--- src/rtl/motion_estimator_core.sv ---
// motion_estimator_core: full-search block-matching motion estimator.
// Compares a 16x16 reference block (ROM port R) against all 256 candidate
// blocks, with displacements (dx, dy) in [-8, 7]^2, inside a 32x32 search
// window (dual-read ROM ports S1/S2). Reports the minimum SAD, saturated to
// 8 bits, and its displacement.
//
// Ports:
//   clock      system clock, rising edge
//   reset_n    synchronous active-low reset
//   start      level-sensitive run request; dropping it aborts or leaves DONE
//   R          reference pixel, valid one cycle after AddressR
//   S1, S2     search pixels, valid one cycle after AddressS1 / AddressS2
//   AddressR   reference address r*16 + c
//   AddressS1  search address for the even-dx candidate of the current pair
//   AddressS2  search address for the odd-dx candidate of the current pair
//   BestDist   min(best SAD, 255)
//   motionX/Y  two's-complement displacement of the best candidate
//   completed  high while results are final
module motion_estimator_core #(
  parameter int unsigned BLK = 16,
  parameter int unsigned WIN = 32
) (
  input  logic       clock,
  input  logic       reset_n,
  input  logic       start,
  input  logic [7:0] R,
  input  logic [7:0] S1,
  input  logic [7:0] S2,
  output logic [7:0] AddressR,
  output logic [9:0] AddressS1,
  output logic [9:0] AddressS2,
  output logic [7:0] BestDist,
  output logic [3:0] motionX,
  output logic [3:0] motionY,
  output logic       completed
);

  // Per-pair cycle counter: 0..255 issue addresses, data/diff pipeline drains
  // through 257, the finished SADs are compared at DrainEnd.
  localparam logic [8:0] LastIssue = 9'(BLK * BLK - 1);
  localparam logic [8:0] AccFirst  = 9'd2;
  localparam logic [8:0] AccLast   = 9'(BLK * BLK + 1);
  localparam logic [8:0] DrainEnd  = 9'(BLK * BLK + 2);
  localparam logic [6:0] LastPair  = 7'd127;

  typedef enum logic [1:0] {StIdle, StRun, StDone} state_e;

  state_e      state_q;
  logic [8:0]  cnt_q;
  // pair_q[6:3] = dy + 8, pair_q[2:0] = (dx + 8) / 2 for the even member.
  logic [6:0]  pair_q;
  logic [7:0]  diff1_q, diff2_q;
  logic [15:0] acc1_q, acc2_q;
  logic [15:0] best_q;

  // Address generation for the next pixel to issue.
  logic [7:0]  pix_n;
  logic [6:0]  pair_n;
  logic [4:0]  row, col1, col2;
  logic [7:0]  addr_r_d;
  logic [9:0]  addr_s1_d, addr_s2_d;

  always_comb begin
    pix_n  = cnt_q[7:0] + 8'd1;
    pair_n = pair_q;
    if (state_q != StRun) begin
      pix_n  = '0;
      pair_n = '0;
    end else if (cnt_q == DrainEnd) begin
      pix_n  = '0;
      pair_n = pair_q + 7'd1;
    end
    row       = {1'b0, pix_n[7:4]} + {1'b0, pair_n[6:3]};
    col1      = {1'b0, pix_n[3:0]} + {1'b0, pair_n[2:0], 1'b0};
    col2      = col1 + 5'd1;
    addr_r_d  = pix_n;
    addr_s1_d = 10'(row) * 10'(WIN) + 10'(col1);
    addr_s2_d = 10'(row) * 10'(WIN) + 10'(col2);
  end

  logic [7:0] diff1_d, diff2_d;

  always_comb begin
    diff1_d = (R >= S1) ? (R - S1) : (S1 - R);
    diff2_d = (R >= S2) ? (R - S2) : (S2 - R);
  end

  // Best-candidate update: SAD1 (even dx) is earlier in scan order than SAD2,
  // and strict less-than keeps the earliest of equal candidates.
  logic [3:0]  idx1, idx2;
  logic [15:0] best_d;
  logic [3:0]  mx_d, my_d;

  always_comb begin
    idx1   = {pair_q[2:0], 1'b0};
    idx2   = {pair_q[2:0], 1'b1};
    best_d = best_q;
    mx_d   = motionX;
    my_d   = motionY;
    if (pair_q == 7'd0 || acc1_q < best_q) begin
      best_d = acc1_q;
      mx_d   = {~idx1[3], idx1[2:0]};
      my_d   = {~pair_q[6], pair_q[5:3]};
    end
    if (acc2_q < best_d) begin
      best_d = acc2_q;
      mx_d   = {~idx2[3], idx2[2:0]};
      my_d   = {~pair_q[6], pair_q[5:3]};
    end
  end

  always_ff @(posedge clock) begin
    if (!reset_n) begin
      state_q   <= StIdle;
      cnt_q     <= '0;
      pair_q    <= '0;
      diff1_q   <= '0;
      diff2_q   <= '0;
      acc1_q    <= '0;
      acc2_q    <= '0;
      best_q    <= 16'hFFFF;
      AddressR  <= '0;
      AddressS1 <= '0;
      AddressS2 <= '0;
      BestDist  <= 8'hFF;
      motionX   <= '0;
      motionY   <= '0;
      completed <= 1'b0;
    end else begin
      diff1_q <= diff1_d;
      diff2_q <= diff2_d;
      unique case (state_q)
        StIdle: begin
          if (start) begin
            state_q   <= StRun;
            cnt_q     <= '0;
            pair_q    <= '0;
            acc1_q    <= '0;
            acc2_q    <= '0;
            best_q    <= 16'hFFFF;
            BestDist  <= 8'hFF;
            motionX   <= '0;
            motionY   <= '0;
            AddressR  <= addr_r_d;
            AddressS1 <= addr_s1_d;
            AddressS2 <= addr_s2_d;
          end
        end
        StRun: begin
          if (!start) begin
            // Abort: results and addresses hold until the next run clears them.
            state_q <= StIdle;
          end else begin
            if (cnt_q < LastIssue) begin
              AddressR  <= addr_r_d;
              AddressS1 <= addr_s1_d;
              AddressS2 <= addr_s2_d;
            end
            if (cnt_q >= AccFirst && cnt_q <= AccLast) begin
              acc1_q <= acc1_q + 16'(diff1_q);
              acc2_q <= acc2_q + 16'(diff2_q);
            end
            if (cnt_q == DrainEnd) begin
              cnt_q    <= '0;
              acc1_q   <= '0;
              acc2_q   <= '0;
              best_q   <= best_d;
              BestDist <= (|best_d[15:8]) ? 8'hFF : best_d[7:0];
              motionX  <= mx_d;
              motionY  <= my_d;
              if (pair_q == LastPair) begin
                state_q   <= StDone;
                completed <= 1'b1;
              end else begin
                pair_q    <= pair_n;
                AddressR  <= addr_r_d;
                AddressS1 <= addr_s1_d;
                AddressS2 <= addr_s2_d;
              end
            end else begin
              cnt_q <= cnt_q + 9'd1;
            end
          end
        end
        StDone: begin
          if (!start) begin
            state_q   <= StIdle;
            completed <= 1'b0;
          end
        end
        default: state_q <= StIdle;
      endcase
    end
  end

endmodule

--- config.mk ---
export PLATFORM = sky130hd
export DESIGN_NAME = motion_estimator_core
export DESIGN_NICKNAME = d
export VERILOG_FILES = /design/src/rtl/motion_estimator_core.sv
export SDC_FILE = /design/constraint.sdc
export NUM_CORES = 1
export LEC_CHECK = 0
export CELL_PAD_IN_SITES_DETAIL_PLACEMENT = 2
export CELL_PAD_IN_SITES_GLOBAL_PLACEMENT = 2
export CORE_UTILIZATION = 30
export CTS_BUF_LIST = sky130_fd_sc_hd__clkbuf_2
export CTS_CLUSTER_DIAMETER = 30
export CTS_CLUSTER_SIZE = 10
export DETAILED_ROUTE_END_ITERATION = 7
export PLACE_DENSITY_LB_ADDON = 0.12
export SYNTH_ARGS = -nofsm -noshare
export SYNTH_HDL_FRONTEND = slang
export SYNTH_SLANG_ARGS = --single-unit
--- constraint.sdc ---
create_clock -name clock -period 8.8 [get_ports clock]
set_input_delay 0.88 -clock clock [delete_from_list [all_inputs] [get_ports clock]]
set_output_delay 0.88 -clock clock [all_outputs]
set_load 0.01 [all_outputs]
# Word-level counts from Yosys, hierarchy flattened
# Cells that the tools add are included.
op_classes:
  n_bitwise: 2
  muxes: 75
  reduce_logical: 14
  n_eq_ne: 15
  shifts: 0
  multipliers: 0
  n_lt_le_gt_ge: 7
  n_addsub: 14
  div: 0
ops:
  columns: ["operator", "count"]
  rows:
  - ["two-way mux 16 bit", 12]
  - ["two-way mux 8 bit", 13]
  - ["two-way mux 10 bit", 10]
  - ["case mux 16 bit (2 select lines)", 3]
  - ["two-way mux 7 bit", 6]
  - ["case mux 10 bit (2 select lines)", 2]
  - ["two-way mux 4 bit", 9]
  - ["adder 16 x 8 -> 16 bit", 2]
  - ["less-than comparator 16 bit", 2]
  - ["case mux 8 bit (2 select lines)", 2]
  - ["subtractor 8 bit", 4]
  - ["two-way mux 9 bit", 3]
  - ["adder 10 x 5 -> 10 bit", 2]
  - ["case mux 9 bit (2 select lines)", 1]
  - ["greater-or-equal comparator 8 bit", 2]
  - ["case mux 4 bit (2 select lines)", 2]
  - ["AND reduction 5 bit", 3]
  - ["case mux 7 bit (2 select lines)", 1]
  - ["!= test 2 bit, second input constant", 6]
  - ["!= test 3 bit, second input constant", 4]
  - ["AND reduction 4 bit", 3]
  - ["adder 4 x 4 -> 5 bit", 2]
  - ["two-way mux 2 bit", 5]
  - ["adder 9 x 1 -> 9 bit, second input constant", 1]
  - ["22 further kinds", 27]
word_totals:
  input_bits: 27
  n_memories: 0
  reg_bits: 127
  latchBits: 0
  rom_bits: 0
  elab_cells: 142
  ram_bits: 0

# Longest topological paths before layout
depth:
  ltp_word: 11
  depth_mapped: 20

# Worst setup path before layout
# No wires, ideal clock.
synth_timing:
  path_kind: "reg2reg"
  from: "register best_q[15]"
  to: "register best_q[10]"
  required_ps: 8678
  t_arrival_ps: 3929
  stages_incl_launch_ff: 20
  setup_ps: 122
  setup_slack_ps: 4749
  path_cell_list: "dfxtp_1 inv_1 ha_1 and4_1 a41oi_1 o21a_2 nor2_2 buf_6 mux2i_1 ha_1 a211oi_1 o21ai_0 o211ai_1 a21oi_1 nor3_1 and2_4 buf_6 buf_6 mux2i_1 o32a_1"
synth_via:
  elab_chain_len: 8
synth_rtl:
  columns: ["element", "line_no", "text"]
  rows:
  - ["start: declaration", "54", "logic [15:0] best_q;"]
  - ["start signal: assignment", "167", "best_q <= best_d;"]
  - ["less-than comparator 16 bit", "100", "if (pair_q == 7'd0 || acc1_q < best_q) begin"]
  - ["logical OR 1 bit", "100", null]
  - ["two-way mux 16 bit (*)", "100", null]
  - ["less-than comparator 16 bit", "105", "if (acc2_q < best_d) begin"]
  - ["two-way mux 16 bit (*)", "105", null]
  - ["two-way mux 16 bit (*)", "163", "if (cnt_q == DrainEnd) begin"]
  - ["two-way mux 16 bit (*)", "150", "if (!start) begin"]
  - ["case mux 16 bit (2 select lines) (*)", "132", "unique case (state_q)"]
# Mark *: on every way between the ends. The rest lies on a longest branch, timed or not. The select of a mux whose other input is x is not followed.
# A chain may end at the register's enable or synchronous reset.

# Worst setup path in the final report
layout_timing:
  from: "register best_q[10]"
  to: "register BestDist[2]"
layout_via:
  elab_chain_len: 10
layout_rtl:
  columns: ["element", "line_no", "text"]
  rows:
  - ["less-than comparator 16 bit", "100", null]
  - ["logical OR 1 bit", "100", null]
  - ["two-way mux 16 bit (*)", "100", null]
  - ["less-than comparator 16 bit", "105", null]
  - ["two-way mux 16 bit (*)", "105", null]
  - ["OR reduction 8 bit", "168", "BestDist <= (|best_d[15:8]) ? 8'hFF : best_d[7:0];"]
  - ["two-way mux 8 bit (*)", "168", null]
  - ["two-way mux 8 bit (*)", "163", null]
  - ["two-way mux 8 bit (*)", "150", null]
  - ["case mux 8 bit (2 select lines) (*)", "132", null]
  - ["end signal: assignment", "168", null]
  - ["end: declaration", "32", "output logic [7:0] BestDist,"]
# Marked as above.

==> metrics.log <==
[metrics] number of cell rows: 60
[metrics] portion of netlist area occupied by mux cells: 5.94%
[metrics] number of I/O port buffers: 71
[metrics] worst-path fanout max: 18
[metrics] critical path start-end classification: flop to flop
[metrics] Max IR drop VDD: 0.0000662 V
[metrics] WHS Path Cells: 2
[metrics] Reg2Reg Setup Slack: 4.21 ns
[metrics] floorplan core area: about 27000 um2
[metrics] HPWL Detailed: between 15 and 20 mm
[metrics] post-cts repair resize count: 0
[metrics] Synth Flop Type: sky130_fd_sc_hd__dfxtp_1
[metrics] maximum operating frequency: 0.218 GHz
[metrics] sequential cell area fraction in the yosys report: 30.7%
[metrics] number of cells traversed by the worst register-to-register path: 17
[metrics] gate count of the mapped netlist: 958
[metrics] Buf/Inv on CP: 2
[metrics] die boundary height: 168 um
[metrics] antenna violations before repair: 1
[metrics] Post-Synth Simple-Gate Area: 18.1%
[metrics] Detail Route Antenna Nets: 0
[metrics] capture point of the worst reg-to-reg path: BestDist[2]
[metrics] Worst path top cell family by delay: compound AO/OA/AOI/OAI gates
[metrics] combinational family with the most area after synthesis: compound AO/OA/AOI/OAI gates
[metrics] number of enable-type register cells in the synthesized netlist: 0
[metrics] first drt pass iteration count: 4
[metrics] top-area cell type share of the netlist area: 30.7%
[metrics] Max Root-Sink Buffers: 2
[metrics] area added between synthesis and finish: 16.0%
[metrics] setup skew after layout: between 0.05 and 0.06 ns
[metrics] critical path arrival: 5.23 ns
[metrics] final-stage net count: 1146
[metrics] Hold WC Path Type: flop to flop
[metrics] Maximum Capacitance Violations: 0
[metrics] Slew Limit Headroom: 29.6%
[metrics] cells along the critical path: inv_1, ha_1, and2_0, a221o_1, a31oi_1, o21a_2, nor2_2, buf_4, mux2i_1, ha_1, a21oi_1, o21ai_0, o21a_1, nor3_1, and2_4, mux2i_4, a211o_1
[metrics] largest area contributor in the netlist: sky130_fd_sc_hd__dfxtp_1
[metrics] count of pins over their slew limit: 0
[metrics] final core utilization: roughly 36%
[metrics] detailed-route vias per instance: 5.21
[metrics] vias after detailed routing: 7185
[metrics] power density cells: 138 nW/um2
[metrics] area fraction in compound gates after synthesis: 19.6%
[metrics] CP endpoint kind: flop
[metrics] Routed wire per std cell: 18.9 um
[metrics] TritonCTS clock tree: built
[metrics] critical path launch point type: flop
[metrics] setup repair after global routing missed its margin: no
[metrics] Yosys Warn Count: 0
[metrics] hold path start: motionY[3]
[metrics] maximum number of pins on one net before global-route repair: 51
[metrics] Total Routing Usage GR: 19.0%
[metrics] First DRT Iteration DRCs: roughly 240
[metrics] count of buffers added by post-CTS timing repair for setup: 0
[metrics] number of top-level design ports: slightly above 70
[metrics] Synth async-reset ratio: 0%
[metrics] Initial Util: 30.6%
[metrics] clock slew at the register clock pins of the worst setup and hold paths: 0.20 ns
[metrics] final count of negative-setup-slack endpoints: 0
[metrics] most common cell in the synthesized netlist: sky130_fd_sc_hd__dfxtp_1
[metrics] list of most frequent post-synthesis cells: sky130_fd_sc_hd__dfxtp_1, sky130_fd_sc_hd__ha_1, sky130_fd_sc_hd__nand2_1
[metrics] Cell Area, Synth: a little over 8000 um2
[metrics] r2r startpoint: best_q[10]
[metrics] count of endpoints failing hold in the final timing report: 0
[metrics] setup total negative slack: 0 ns
[metrics] clock network latency to the later pin of the worst-skew pair: between 0.7 and 0.8 ns
[metrics] post-cts hold buffer count: 0
[metrics] Clock Sink Count: 127
[metrics] cell with the largest stage delay on the worst path: sky130_fd_sc_hd__and2_4
[metrics] WP data required: 9.44 ns
[metrics] vias in the first global route: 7602
[metrics] leakage power of the design: 3.95 nW
[metrics] most area-consuming cells after synthesis: sky130_fd_sc_hd__dfxtp_1, sky130_fd_sc_hd__ha_1, sky130_fd_sc_hd__mux2i_1
[metrics] slew at the pin with the worst max-slew slack: 1.05 ns
[metrics] Tmin final: 4.59 ns
[metrics] drt total wl: 26.0 mm
[metrics] part of the cycle the worst path needs: 52.1%
[metrics] layout cells sized above 1: 5.89%
[metrics] Final Wtd Congestion: 0.805
[metrics] clock tree root driver cell: sky130_fd_sc_hd__clkbuf_2
[metrics] synthesized area per cell: around 8.6 um2
[metrics] number of levels in the clock H-tree: 4
[metrics] cell type with the highest occurrence count on the critical path: sky130_fd_sc_hd__ha_1
[metrics] die boundary width: 168 um
[metrics] GRT overflow: 0
[metrics] die outline area: 28300 um2
[metrics] synthesized-area fraction occupied by xor and xnor cells: approximately 5.3%
[metrics] CTS Buf Count: 17
[metrics] Slowest Stage Delay on Critical Path: ~0.46 ns
[metrics] flip-flop and latch count after synthesis: approximately 130
[metrics] number of nets produced by synthesis: around 1100
[metrics] count of cell types in the netlist: between 70 and 80
[metrics] global-route wire length before repair: 42.4 mm
[metrics] adder and majority cell fraction of the synthesized area: 15.4%
[metrics] DRC errors left: 0
[metrics] Endpoint, Worst Hold: motionY[3]
[metrics] status: finished, final reports clean
==> worst max-delay path by stage <==
stage / cells past startpoint / to / slack [ns] / start
floorplan: 19 / best_q[10] / 4.75 / best_q[15]
global placement: 17 / BestDist[2] / 4.29 / best_q[1]
detailed placement: 17 / BestDist[0] / 4.24 / best_q[1]
CTS: 17 / BestDist[5] / 4.20 / acc1_q[10]
global route: 16 / BestDist[2] / 3.86 / acc1_q[10]
finish: 17 / BestDist[2] / 4.21 / best_q[10]
==> power by group <==
group | internal [W] | total [W] | leakage (nW) | switching [W]
clock | 0.000186 | 0.000437 | 0.162 | 0.000251
combinational | 0.000116 | 0.000269 | 2.75 | 0.000153
sequential | 0.000603 | 0.000622 | 1.04 | 0.0000195
==> cell type report <==
| type | instances | area [um2] |
|---|---|---|
| Tap cell | 341 | 427 |
| Antenna cell | 2 | 5.00 |
| Clock buffer | 17 | 85.1 |
| Sequential cell | 127 | 2540 |
| Inverter | 68 | 255 |
| Multi-Input combinational cell | 729 | 5320 |
| Clock inverter | 15 | 194 |
| Timing Repair Buffer | 79 | 766 |
| Fill cell | 3104 | 17400 |
==> cell usage in the layout, fill, tap and decap left out, drive strengths merged, types with 17 or more instances in the layout <==
cell type      synthesis  final
nand3                 17     17
nor2                  87     87
dfxtp                127    127
a21o                  17     17
nand2                 89     89
a21oi                 64     64
o21ai                 32     32
nor2b                 35     35
xnor2                 35     35
mux2i                 43     43
ha                    89     89
inv                   68     69
clkbuf                27     17
a22oi                 23     23
clkdlybuf4s50          0     70
==> worst reg2reg max path: stages (launching register included) <==
cell and delay, ns:
sky130_fd_sc_hd__dfxtp_1 0.45, sky130_fd_sc_hd__inv_1 0.08, sky130_fd_sc_hd__ha_1 0.29, sky130_fd_sc_hd__and2_0 0.19
sky130_fd_sc_hd__a221o_1 0.32, sky130_fd_sc_hd__a31oi_1 0.24, sky130_fd_sc_hd__o21a_2 0.23, sky130_fd_sc_hd__nor2_2 0.04
sky130_fd_sc_hd__buf_4 0.24, sky130_fd_sc_hd__mux2i_1 0.28, sky130_fd_sc_hd__ha_1 0.31, sky130_fd_sc_hd__a21oi_1 0.13
sky130_fd_sc_hd__o21ai_0 0.13, sky130_fd_sc_hd__o21a_1 0.21, sky130_fd_sc_hd__nor3_1 0.38, sky130_fd_sc_hd__and2_4 0.46
sky130_fd_sc_hd__mux2i_4 0.42, sky130_fd_sc_hd__a211o_1 0.15
==> registers in the layout, summed over array words and instances, names as in the netlist, 7 cells and up <==
register,cells
best_q,16
AddressS2,10
diff1_q,8
pair_q,7
diff2_q,8
BestDist,8
AddressS1,10
AddressR,8
acc1_q,16
cnt_q,9
acc2_q,16
==> per-layer routing <==
layer	share of wire (%)	vias up	GRT usage, %
met2	47	89	31.4
met5	0	-	0
met4	1.3	0	4.86
met1	49	3539	25.8
li1	-	3532	-
met3	2.7	25	3.20
==> through the flow <==
step                power, W  instances  instance area (um2)  hold slack, ns  setup WS, ns
floorplan           0.000816        958                 8280           0.449          4.75
global placement    0.000901       1344                 9310           0.444          4.29
detailed placement  0.000906       1344                 9310           0.451          4.24
CTS                  0.00135       1376                 9590           0.478          4.20
global route         0.00141       1378                 9600           0.500          3.86
finish               0.00133       1378                 9600           0.474          4.21
==> kinds of logic after synthesis <==
logic type      count (synthesis)
compound gates                226
xor+xnor                       50
fa+ha+maj                      97
buf+inv                       102
flops                         127
mux                            47
simple gates                  309
Power figures use the tool's default switching activity.
